<file path="config.mk">
export PLATFORM = sky130hd
export DESIGN_NAME = mesi_snoop_cache_flat
export DESIGN_NICKNAME = d
export VERILOG_FILES = /design/src/rtl/mesi_snoop_cache_if.sv /design/src/rtl/mesi_snoop_cache.sv /design/src/flat_wrapper.sv
export SDC_FILE = /design/constraint.sdc
export NUM_CORES = 1
export LEC_CHECK = 0
export BUFFER_PORTS_ARGS = -buffer_cell sky130_fd_sc_hd__buf_2
export CAP_MARGIN = 0
export CORE_ASPECT_RATIO = 1.1
export CORE_MARGIN = 3
export CORE_UTILIZATION = 39
export CTS_BUF_LIST = sky130_fd_sc_hd__clkbuf_8
export DETAILED_ROUTE_END_ITERATION = 10
export PLACE_DENSITY = 0.59
export SKIP_LAST_GASP = 1
export SYNTH_ARGS = -nofsm -noshare
export SYNTH_HDL_FRONTEND = slang
export SYNTH_SLANG_ARGS = --single-unit
export TNS_END_PERCENT = 20
</file>
<file path="constraint.sdc">
create_clock -name clock -period 6.7 [get_ports clock]
set_clock_uncertainty 0.2 [all_clocks]
set_input_delay 0.335 -clock clock [delete_from_list [all_inputs] [get_ports clock]]
set_output_delay 0.335 -clock clock [all_outputs]
set_load 0.005 [all_outputs]
</file>
<file path="src/rtl/mesi_snoop_cache_if.sv">
// mesi_snoop_cache_if: CPU request, shared-bus and snoop signals of mesi_snoop_cache.
// slave is the cache side, master is the CPU/bus/memory environment.
interface mesi_snoop_cache_if #(
  parameter int ADDR_W = 5,
  parameter int DATA_W = 8
);
  logic              cpu_req;
  logic              cpu_we;
  logic [ADDR_W-1:0] cpu_addr;
  logic [DATA_W-1:0] cpu_wdata;
  logic              cpu_ack;
  logic [DATA_W-1:0] cpu_rdata;
  logic              bus_req;
  logic              bus_gnt;
  logic [1:0]        bus_cmd;
  logic [ADDR_W-1:0] bus_addr;
  logic              bus_wb;
  logic [DATA_W-1:0] bus_wdata;
  logic              mem_valid;
  logic [DATA_W-1:0] mem_rdata;
  logic              snp_shared_in;
  logic              snp_valid;
  logic [1:0]        snp_cmd;
  logic [ADDR_W-1:0] snp_addr;
  logic              snp_hit;
  logic              snp_abort;
  modport slave (
    input  cpu_req, cpu_we, cpu_addr, cpu_wdata, bus_gnt, mem_valid, mem_rdata,
           snp_shared_in, snp_valid, snp_cmd, snp_addr,
    output cpu_ack, cpu_rdata, bus_req, bus_cmd, bus_addr, bus_wb, bus_wdata, snp_hit, snp_abort
  );
  modport master (
    output cpu_req, cpu_we, cpu_addr, cpu_wdata, bus_gnt, mem_valid, mem_rdata,
           snp_shared_in, snp_valid, snp_cmd, snp_addr,
    input  cpu_ack, cpu_rdata, bus_req, bus_cmd, bus_addr, bus_wb, bus_wdata, snp_hit, snp_abort
  );
endinterface

</file>
<file path="src/rtl/mesi_snoop_cache.sv">
// mesi_snoop_cache: direct-mapped snooping cache controller, MESI with MESI_EXCLUSIVE_EN defined, MSI otherwise.
// Snoops update line state before the CPU lookup of the same cycle.
module mesi_snoop_cache #(
  parameter int LINES  = 4,
  parameter int ADDR_W = 5,
  parameter int DATA_W = 8
) (
  input logic clock,
  input logic reset,
  mesi_snoop_cache_if.slave bus
);
  localparam int IDX_W = $clog2(LINES);
  localparam int TAG_W = ADDR_W - IDX_W;
  localparam logic [1:0] CMD_NONE = 2'd0, CMD_RD = 2'd1, CMD_RDX = 2'd2, CMD_UPGR = 2'd3;
`ifdef MESI_EXCLUSIVE_EN
  localparam bit EXCL = 1'b1;
`else
  localparam bit EXCL = 1'b0;
`endif
  typedef enum logic [1:0] {ST_I = 2'd0, ST_S = 2'd1, ST_M = 2'd2, ST_E = 2'd3} line_st_t;
  typedef enum logic [2:0] {IDLE, ARB, WB, FILL, DONE} fsm_t;
  line_st_t          line_state [LINES];
  logic [TAG_W-1:0]  line_tag   [LINES];
  logic [DATA_W-1:0] line_data  [LINES];
  fsm_t              fsm;
  logic              req_we;
  logic [ADDR_W-1:0] req_addr;
  logic [DATA_W-1:0] req_wdata;
  logic [IDX_W-1:0]  s_idx, c_idx, r_idx;
  logic [TAG_W-1:0]  s_tag, c_tag, r_tag;
  logic              snp_hit_c, snp_dirty, c_hit, upgr_lost;
  line_st_t          snp_next, c_state;
  always_comb begin
    s_idx     = bus.snp_addr[IDX_W-1:0];
    s_tag     = bus.snp_addr[ADDR_W-1:IDX_W];
    c_idx     = bus.cpu_addr[IDX_W-1:0];
    c_tag     = bus.cpu_addr[ADDR_W-1:IDX_W];
    r_idx     = req_addr[IDX_W-1:0];
    r_tag     = req_addr[ADDR_W-1:IDX_W];
    snp_hit_c = bus.snp_valid && !bus.bus_gnt && bus.snp_cmd != CMD_NONE &&
                line_state[s_idx] != ST_I && line_tag[s_idx] == s_tag;
    snp_dirty = snp_hit_c && line_state[s_idx] == ST_M && bus.snp_cmd != CMD_UPGR;
    snp_next  = bus.snp_cmd == CMD_RD  ? ST_S :
                bus.snp_cmd == CMD_RDX ? ST_I :
                line_state[s_idx] == ST_S ? ST_I : line_state[s_idx];
    c_state   = (snp_hit_c && s_idx == c_idx) ? snp_next : line_state[c_idx];
    c_hit     = c_state != ST_I && line_tag[c_idx] == c_tag;
    upgr_lost = snp_hit_c && s_idx == r_idx && snp_next == ST_I;
  end
  always_ff @(posedge clock) begin
    if (reset) begin
      for (int i = 0; i < LINES; i++) begin
        line_state[i] <= ST_I;
        line_tag[i]   <= '0;
        line_data[i]  <= '0;
      end
      fsm           <= IDLE;
      req_we        <= 1'b0;
      req_addr      <= '0;
      req_wdata     <= '0;
      bus.cpu_ack   <= 1'b0;
      bus.cpu_rdata <= '0;
      bus.bus_req   <= 1'b0;
      bus.bus_cmd   <= CMD_NONE;
      bus.bus_addr  <= '0;
      bus.bus_wb    <= 1'b0;
      bus.bus_wdata <= '0;
      bus.snp_hit   <= 1'b0;
      bus.snp_abort <= 1'b0;
    end else begin
      bus.cpu_ack   <= 1'b0;
      bus.bus_wb    <= snp_dirty;
      bus.snp_hit   <= snp_hit_c;
      bus.snp_abort <= snp_dirty;
      if (snp_hit_c) line_state[s_idx] <= snp_next;
      if (snp_dirty) bus.bus_wdata <= line_data[s_idx];
      case (fsm)
        IDLE: if (bus.cpu_req) begin
          req_we    <= bus.cpu_we;
          req_addr  <= bus.cpu_addr;
          req_wdata <= bus.cpu_wdata;
          if (c_hit && (!bus.cpu_we || c_state != ST_S)) begin
            bus.cpu_ack   <= 1'b1;
            bus.cpu_rdata <= bus.cpu_we ? bus.cpu_wdata : line_data[c_idx];
            if (bus.cpu_we) begin
              line_state[c_idx] <= ST_M;
              line_data[c_idx]  <= bus.cpu_wdata;
            end
          end else begin
            fsm          <= ARB;
            bus.bus_req  <= 1'b1;
            bus.bus_addr <= bus.cpu_addr;
            bus.bus_cmd  <= c_hit ? CMD_UPGR : bus.cpu_we ? CMD_RDX : CMD_RD;
          end
        end
        ARB: if (bus.bus_gnt) begin
          if (bus.bus_cmd == CMD_UPGR) begin
            line_state[r_idx] <= ST_M;
            line_data[r_idx]  <= req_wdata;
            bus.cpu_ack       <= 1'b1;
            bus.cpu_rdata     <= req_wdata;
            bus.bus_req       <= 1'b0;
            bus.bus_cmd       <= CMD_NONE;
            fsm               <= DONE;
          end else if (line_state[r_idx] == ST_M) begin
            bus.bus_wb    <= 1'b1;
            bus.bus_addr  <= {line_tag[r_idx], r_idx};
            bus.bus_wdata <= line_data[r_idx];
            fsm           <= WB;
          end else fsm <= FILL;
        end else if (bus.bus_cmd == CMD_UPGR && upgr_lost) bus.bus_cmd <= CMD_RDX;
        WB: begin
          bus.bus_addr <= req_addr;
          fsm          <= FILL;
        end
        FILL: if (bus.mem_valid) begin
          line_tag[r_idx]   <= r_tag;
          line_state[r_idx] <= req_we ? ST_M : (EXCL && !bus.snp_shared_in) ? ST_E : ST_S;
          line_data[r_idx]  <= req_we ? req_wdata : bus.mem_rdata;
          bus.cpu_ack       <= 1'b1;
          bus.cpu_rdata     <= req_we ? req_wdata : bus.mem_rdata;
          bus.bus_req       <= 1'b0;
          bus.bus_cmd       <= CMD_NONE;
          fsm               <= DONE;
        end
        default: fsm <= IDLE;
      endcase
    end
  end
endmodule
</file>
<file path="src/flat_wrapper.sv">
// flat-port wrapper written by rule: the top's interface ports become plain ports
module mesi_snoop_cache_flat 
#(
  parameter int LINES  = 4,
  parameter int ADDR_W = 5,
  parameter int DATA_W = 8
)
  (clock, reset, bus_cpu_req, bus_cpu_we, bus_cpu_addr, bus_cpu_wdata, bus_bus_gnt, bus_mem_valid, bus_mem_rdata, bus_snp_shared_in, bus_snp_valid, bus_snp_cmd, bus_snp_addr, bus_cpu_ack, bus_cpu_rdata, bus_bus_req, bus_bus_cmd, bus_bus_addr, bus_bus_wb, bus_bus_wdata, bus_snp_hit, bus_snp_abort);
  mesi_snoop_cache_if #(.ADDR_W(ADDR_W), .DATA_W(DATA_W)) bus_i ();
  input logic clock;
  input logic reset;
  input wire logic [$bits(bus_i.cpu_req)-1:0] bus_cpu_req;
  input wire logic [$bits(bus_i.cpu_we)-1:0] bus_cpu_we;
  input wire logic [$bits(bus_i.cpu_addr)-1:0] bus_cpu_addr;
  input wire logic [$bits(bus_i.cpu_wdata)-1:0] bus_cpu_wdata;
  input wire logic [$bits(bus_i.bus_gnt)-1:0] bus_bus_gnt;
  input wire logic [$bits(bus_i.mem_valid)-1:0] bus_mem_valid;
  input wire logic [$bits(bus_i.mem_rdata)-1:0] bus_mem_rdata;
  input wire logic [$bits(bus_i.snp_shared_in)-1:0] bus_snp_shared_in;
  input wire logic [$bits(bus_i.snp_valid)-1:0] bus_snp_valid;
  input wire logic [$bits(bus_i.snp_cmd)-1:0] bus_snp_cmd;
  input wire logic [$bits(bus_i.snp_addr)-1:0] bus_snp_addr;
  output wire logic [$bits(bus_i.cpu_ack)-1:0] bus_cpu_ack;
  output wire logic [$bits(bus_i.cpu_rdata)-1:0] bus_cpu_rdata;
  output wire logic [$bits(bus_i.bus_req)-1:0] bus_bus_req;
  output wire logic [$bits(bus_i.bus_cmd)-1:0] bus_bus_cmd;
  output wire logic [$bits(bus_i.bus_addr)-1:0] bus_bus_addr;
  output wire logic [$bits(bus_i.bus_wb)-1:0] bus_bus_wb;
  output wire logic [$bits(bus_i.bus_wdata)-1:0] bus_bus_wdata;
  output wire logic [$bits(bus_i.snp_hit)-1:0] bus_snp_hit;
  output wire logic [$bits(bus_i.snp_abort)-1:0] bus_snp_abort;
  assign bus_i.cpu_req = bus_cpu_req;
  assign bus_i.cpu_we = bus_cpu_we;
  assign bus_i.cpu_addr = bus_cpu_addr;
  assign bus_i.cpu_wdata = bus_cpu_wdata;
  assign bus_i.bus_gnt = bus_bus_gnt;
  assign bus_i.mem_valid = bus_mem_valid;
  assign bus_i.mem_rdata = bus_mem_rdata;
  assign bus_i.snp_shared_in = bus_snp_shared_in;
  assign bus_i.snp_valid = bus_snp_valid;
  assign bus_i.snp_cmd = bus_snp_cmd;
  assign bus_i.snp_addr = bus_snp_addr;
  assign bus_cpu_ack = bus_i.cpu_ack;
  assign bus_cpu_rdata = bus_i.cpu_rdata;
  assign bus_bus_req = bus_i.bus_req;
  assign bus_bus_cmd = bus_i.bus_cmd;
  assign bus_bus_addr = bus_i.bus_addr;
  assign bus_bus_wb = bus_i.bus_wb;
  assign bus_bus_wdata = bus_i.bus_wdata;
  assign bus_snp_hit = bus_i.snp_hit;
  assign bus_snp_abort = bus_i.snp_abort;
  mesi_snoop_cache #(.LINES(LINES), .ADDR_W(ADDR_W), .DATA_W(DATA_W)) u_core (.clock(clock), .reset(reset), .bus(bus_i));
endmodule
</file>
# ---- Word-level counts from Yosys, hierarchy flattened
# Memory sizes are Yosys's and may differ from the RTL's. A register that Yosys moved wholly into a read port is not among the register bits.
# Cells that the tools add are included.
dict set report op_classes {
  reduce_logical 34
  n_mux 99
  bitwise 2
  eq_ne 25
}
# op n
set ops {}
lappend ops {{8-bit two-way mux} 15}
lappend ops {{2-bit two-way mux} 29}
lappend ops {{1-bit two-way mux} 38}
lappend ops {{5-bit two-way mux} 5}
lappend ops {{8-bit one-hot mux with 3 select lines} 1}
lappend ops {{6-bit AND reduction} 4}
lappend ops {{3-bit two-way mux} 6}
lappend ops {{8-bit OR reduction} 2}
lappend ops {{5-bit one-hot mux with 3 select lines} 1}
lappend ops {{1-bit logical AND} 12}
lappend ops {{2-bit != test (second input constant)} 6}
lappend ops {{3-bit one-hot mux with 4 select lines} 1}
lappend ops {{2-bit equality test (second input constant)} 4}
lappend ops {{2-bit by 1-bit != test with 1-bit output (second input constant)} 4}
lappend ops {{3-bit by 2-bit equality test with 1-bit output (second input constant)} 2}
lappend ops {{3-bit equality test} 2}
lappend ops {{3-bit by 2-bit != test with 1-bit output (second input constant)} 2}
lappend ops {{1-bit one-hot mux with 3 select lines} 2}
lappend ops {{2-bit one-hot mux with 3 select lines} 1}
lappend ops {{2-bit nonzero test} 3}
lappend ops {{3-bit nonzero test} 2}
lappend ops {{2-bit OR reduction} 3}
lappend ops {{2-bit by 1-bit equality test with 1-bit output (second input constant)} 2}
lappend ops {{2-bit equality test} 2}
lappend ops {{9 further kinds} 11}
dict set report word_totals {
  ff_bits 45
  ram_bits 52
  input_bits 36
  wordCells 176
  memories 3
}
# memory words word_bits read_ports rd_ports_with_merged_regs write_ports line_no
set mem_list {}
lappend mem_list {u_core.line_data 4 8 3 1 4 mesi_snoop_cache.sv:24} ;# logic [DATA_W-1:0] line_data [LINES];
lappend mem_list {u_core.line_tag 4 3 3 1 4 mesi_snoop_cache.sv:23} ;# logic [TAG_W-1:0] line_tag [LINES];
lappend mem_list {u_core.line_state 4 2 3 1 4 mesi_snoop_cache.sv:22} ;# line_st_t line_state [LINES];

# ---- Logic depth before layout (Yosys ltp)
dict set report depth {
  depth_word 18
  depth_mapped 11
  mapped_depth_nobuf 8
}

# ---- Least setup slack after synthesis
# Ideal clock, no wire load.
dict set report synth_path {
  path_type {input-to-reg}
  from {input bus_snp_addr[0]}
  to {memory u_core.line_data[0][0], enable pin}
  path_stages 11
  required_ps 6195
  setup_slack_ps 3316
  setup_time_ps 305
  arrival_time_ps 2879
  path_cell_list {buf_6 > mux4_2 > xor2_1 > or4_4 > o21ai_2 > nand2_2 > and3_4 > buf_6 > a32oi_4 > buf_6 > nand2_1}
}
# element line_no
set synth_rtl {}
lappend synth_rtl {{from (decl)} flat_wrapper.sv:22} ;# input wire logic [$bits(bus_i.snp_addr)-1:0] bus_snp_addr;
lappend synth_rtl {{to (decl)} mesi_snoop_cache.sv:24}

==> impl_metrics.ini <==
[run_status]
status = completed

[synth]
synthTopCellsByArea = edfxtp_1 (27%), dfxtp_1 (16%), mux4_2 (15%), mux2i_1 (5.8%), nand2_1 (4.2%)
postSynthNetCount = 577
avgSynthCellArea_sq_um = 10.5
synthArstFlopShare_pct = 0
synth_top_flop_cell = edfxtp_1
ys.warnings.count = 0
ys_ff_latch = 99
syn_inst = 541
yosys.area.top_type = edfxtp_1
synth_edf_count = 52
synth_top_area_share_pct = 27.4
synth_cell_type_count = 53
syn_area_sq_mm = 0.00570
synth.yosys.seq_area_share_pct = 43.9

[clocking]
clkTransAtPathRegs_ns = 0.09
h-tree-depth = 3
clock_path_buffers = 2
cts_resized = 0
clk_latency_ns = 0.38
postCtsSetupRepairBufs = 0
root_buffer = clkbuf_8
cts_tree = yes
numClockSinks = 99
cts-hold-fix-buffers = 1
cts_made_buffers = 9

[floorplanning]
io_pins = 64
rows = 45
die_w_microns = 121
start_util_pct = 40.5
die_h_microns = 133
design.die.area_sq_mm = 0.0161
core-area_sq_mm = 0.0141

[power_and_ir_drop]
p_leak_nw = 2.37
worst_ir_drop_vdd_uv = 138
pwr_density_cell_mw_per_mm2 = 222

[global_route]
use_met3_pct = 3.04
antenna_found_initial = 0
grtUsageMet2_pct = 33.9
grt_usage_pct = 19.6
met1_usage_pct = 25.4
grt_max_degree = 51
grt-busiest-layer = met2
grt_pass1_wl_microns = 24300
grt_pass1_vias = 4420
globalRouteOverflowTotal = 0

[critical_path]
cpPeakStageDelay_ns = 0.62
slowest_stage = nor4_4
rrSetupSlack_ns = 2.94
cp_max_fo = 19
r2r_cells = 9
critical_path_arrival_ns = 3.74
path_class = input pin to flop
r2r-start = u_core.line_tag[1][2]
r2r_end = u_core.line_data[1][3]
start_kind = input pin
worstPathCellList = buf_2 -> mux4_2 -> xor2_1 -> nor4_4 -> nand3_1 -> nand2_2 -> and3_4 -> a32oi_1 -> buf_4 -> nand2_1
required_ns = 6.53
crit_buf_inv = 2
cp_top_family = simple AND/OR/NAND/NOR gates
end_kind = flop

[timing]
slew_headroom_pct = 20.5
setup_viol = 0
fmax_ghz = 0.256
tightest_slew_ns = 1.18
slew_violations = 0
period_minus_slack_ns = 3.90
rsz0062_at_grt = no
period_share_pct = 58.3
final_hold_viol_count = 0
tns_ns = 0
hold_ws_ns = 0.0130

[route]
postRouteAntennaNets = 0
drt_iter0_markers = 385
drt_wl_total_microns = 15400
viasPerCell = 5.71
drt_pass1_iterations = 5
wl_per_cell_microns = 19.9
vias = 4422
drc = 0

[worst_hold_path]
hold_depth = 3
holdPathEnd = u_core.req_wdata[0]
hp-start = bus_cpu_wdata[0]
hold_class = input pin to flop

[final_layout]
areaGrowthSynthToFinish_pct = 11.5
num-nets-final = 617
post_layout_nonfiller_instances = 774
fill_cells = 1349
finalInstanceArea_sq_mm = 0.00636
diodes = 0
drive_gt1_share_pct = 22.9

[placement]
dp_cells = 757
dp_hpwl_microns = 10700
io_buffers = 62
gp_congestion = 0.832
placed_area_sq_mm = 0.00611

[flow_run]
maxCapViolCount = 0
[area by class of cell]
type	count	area (sq um)	share of cell area (%)
Timing Repair Buffer	68	358	5.63
Tap cell	188	235	3.70
Multi-Input combinational cell	386	2960	46.6
Clock buffer	9	124	1.95
Inverter	17	63.8	1.00
Sequential cell	99	2500	39.4
Clock inverter	7	110	1.73
[metal layers]
layer / vias to the layer above / part of all wire, %
li1: 2093 / -
met1: 2190 / 42
met2: 123 / 52
met3: 16 / 5.2
met4: 0 / 1.5
met5: - / 0
[worst max path at each step]
stage          slack, ns                endpoint            start  cells past startpoint
2_1_floorplan       3.32  u_core.line_data[0][0]  bus_snp_addr[0]                     11
3_3_place_gp        2.43  u_core.line_data[0][4]  bus_snp_addr[0]                      9
4_1_cts             2.83  u_core.line_data[1][3]  bus_snp_addr[0]                     10
5_1_grt             2.62  u_core.line_data[1][3]  bus_snp_addr[0]                     10
6_report            2.80  u_core.line_data[1][3]  bus_snp_addr[0]                     10
3_5_place_dp        2.40  u_core.line_data[1][6]  bus_snp_addr[0]                     10
[worst min-delay path: stages]
cell     delay (ns)
buf_2          0.12
nand2_1        0.05
a21oi_1        0.05
[registers in the layout, summed over array words and instances, names as in the netlist, named ones only]
name and cells:
u_core.line_data 32, u_core.line_tag 12, u_core.bus.bus_wdata 8, u_core.bus.cpu_rdata 8, u_core.line_state 8, u_core.req_wdata 8
u_core.bus.bus_addr 5, u_core.req_addr 5, u_core.fsm 3, u_core.bus.bus_cmd 2, u_core.bus.bus_req 1, u_core.bus.bus_wb 1
u_core.bus.cpu_ack 1, u_core.bus.snp_abort 1, u_core.bus.snp_hit 1, u_core.req_we 1
[cells in the final DEF, fill, tap and decap left out, types with 2 or more instances in the layout]
cell type,instances
a211o_1,9
a211oi_1,17
a21o_1,2
a21oi_1,43
a31oi_1,3
a32o_1,4
a32oi_1,3
and2_1,6
and3_1,13
buf_2,62
buf_4,5
bufinv_16,3
clkbuf_8,9
clkinv_1,2
dfxtp_1,47
edfxtp_1,52
inv_1,18
mux2_2,5
mux2i_1,33
mux4_2,37
nand2_1,64
nand2_2,2
nand2b_1,5
nand3_1,15
nor2_1,58
nor2b_1,16
nor3_1,6
nor3b_1,2
o21ai_0,5
o21ai_2,2
o221ai_1,2
o22ai_1,5
o31ai_1,2
xnor2_1,5
xor2_1,5
[logic make-up (layout without fill, tap and decap cells)]
kind of cell / count (synthesis) / in the layout / synth area share (%)
AOI/OAI and AO/OA: 106 / 106 / 12.8
xor gates and xnor gates: 10 / 10 / 1.54
buffers and inverters: 56 / 101 / 4.28
DFF: 99 / 99 / 43.9
muxes: 75 / 75 / 21.4
and+or+nand+nor: 195 / 195 / 16.1
[per-stage QoR]
| step | util, % | total power [mW] | setup slack (ns) |
|---|---|---|---|
| after CTS | 45.2 | 1.42 | 2.83 |
| final | 45.2 | 1.41 | 2.80 |
| after global routing | 45.2 | 1.48 | 2.62 |
| after detailed placement | 43.4 | 0.968 | 2.40 |
| after floorplan | - | 0.889 | 3.32 |
| after global placement | 43.4 | 0.962 | 2.43 |
[Yosys cell counts (2+ instances only)]
library cell  number
edfxtp_1          52
o21ai_0            5
buf_4              2
buf_6              3
a21oi_1           43
nor3_1             6
inv_1             16
a21o_1             2
dfxtp_1           47
nand2b_1           5
a32oi_1            3
nand3_1           15
xor2_1             5
buf_2              3
clkbuf_1          28
nor3b_1            2
mux4_2            37
nor2_1            58
and3_1            13
xnor2_1            5
mux2_2             5
o31ai_1            2
nand2_2            2
o22ai_1            5
mux2i_1           33
a31oi_1            3
o221ai_1           2
a211oi_1          17
nor2b_1           16
a32o_1             4
o21ai_2            2
and2_1             6
nand2_1           64
buf_1              3
a211o_1            9
[where the power goes]
part	switching, mW	internal, mW
Clock	0.211	0.245
Combinational	0.139	0.108
Sequential	0.0370	0.671
Total	0.387	1.02
(Power assumes the default switching activity.)
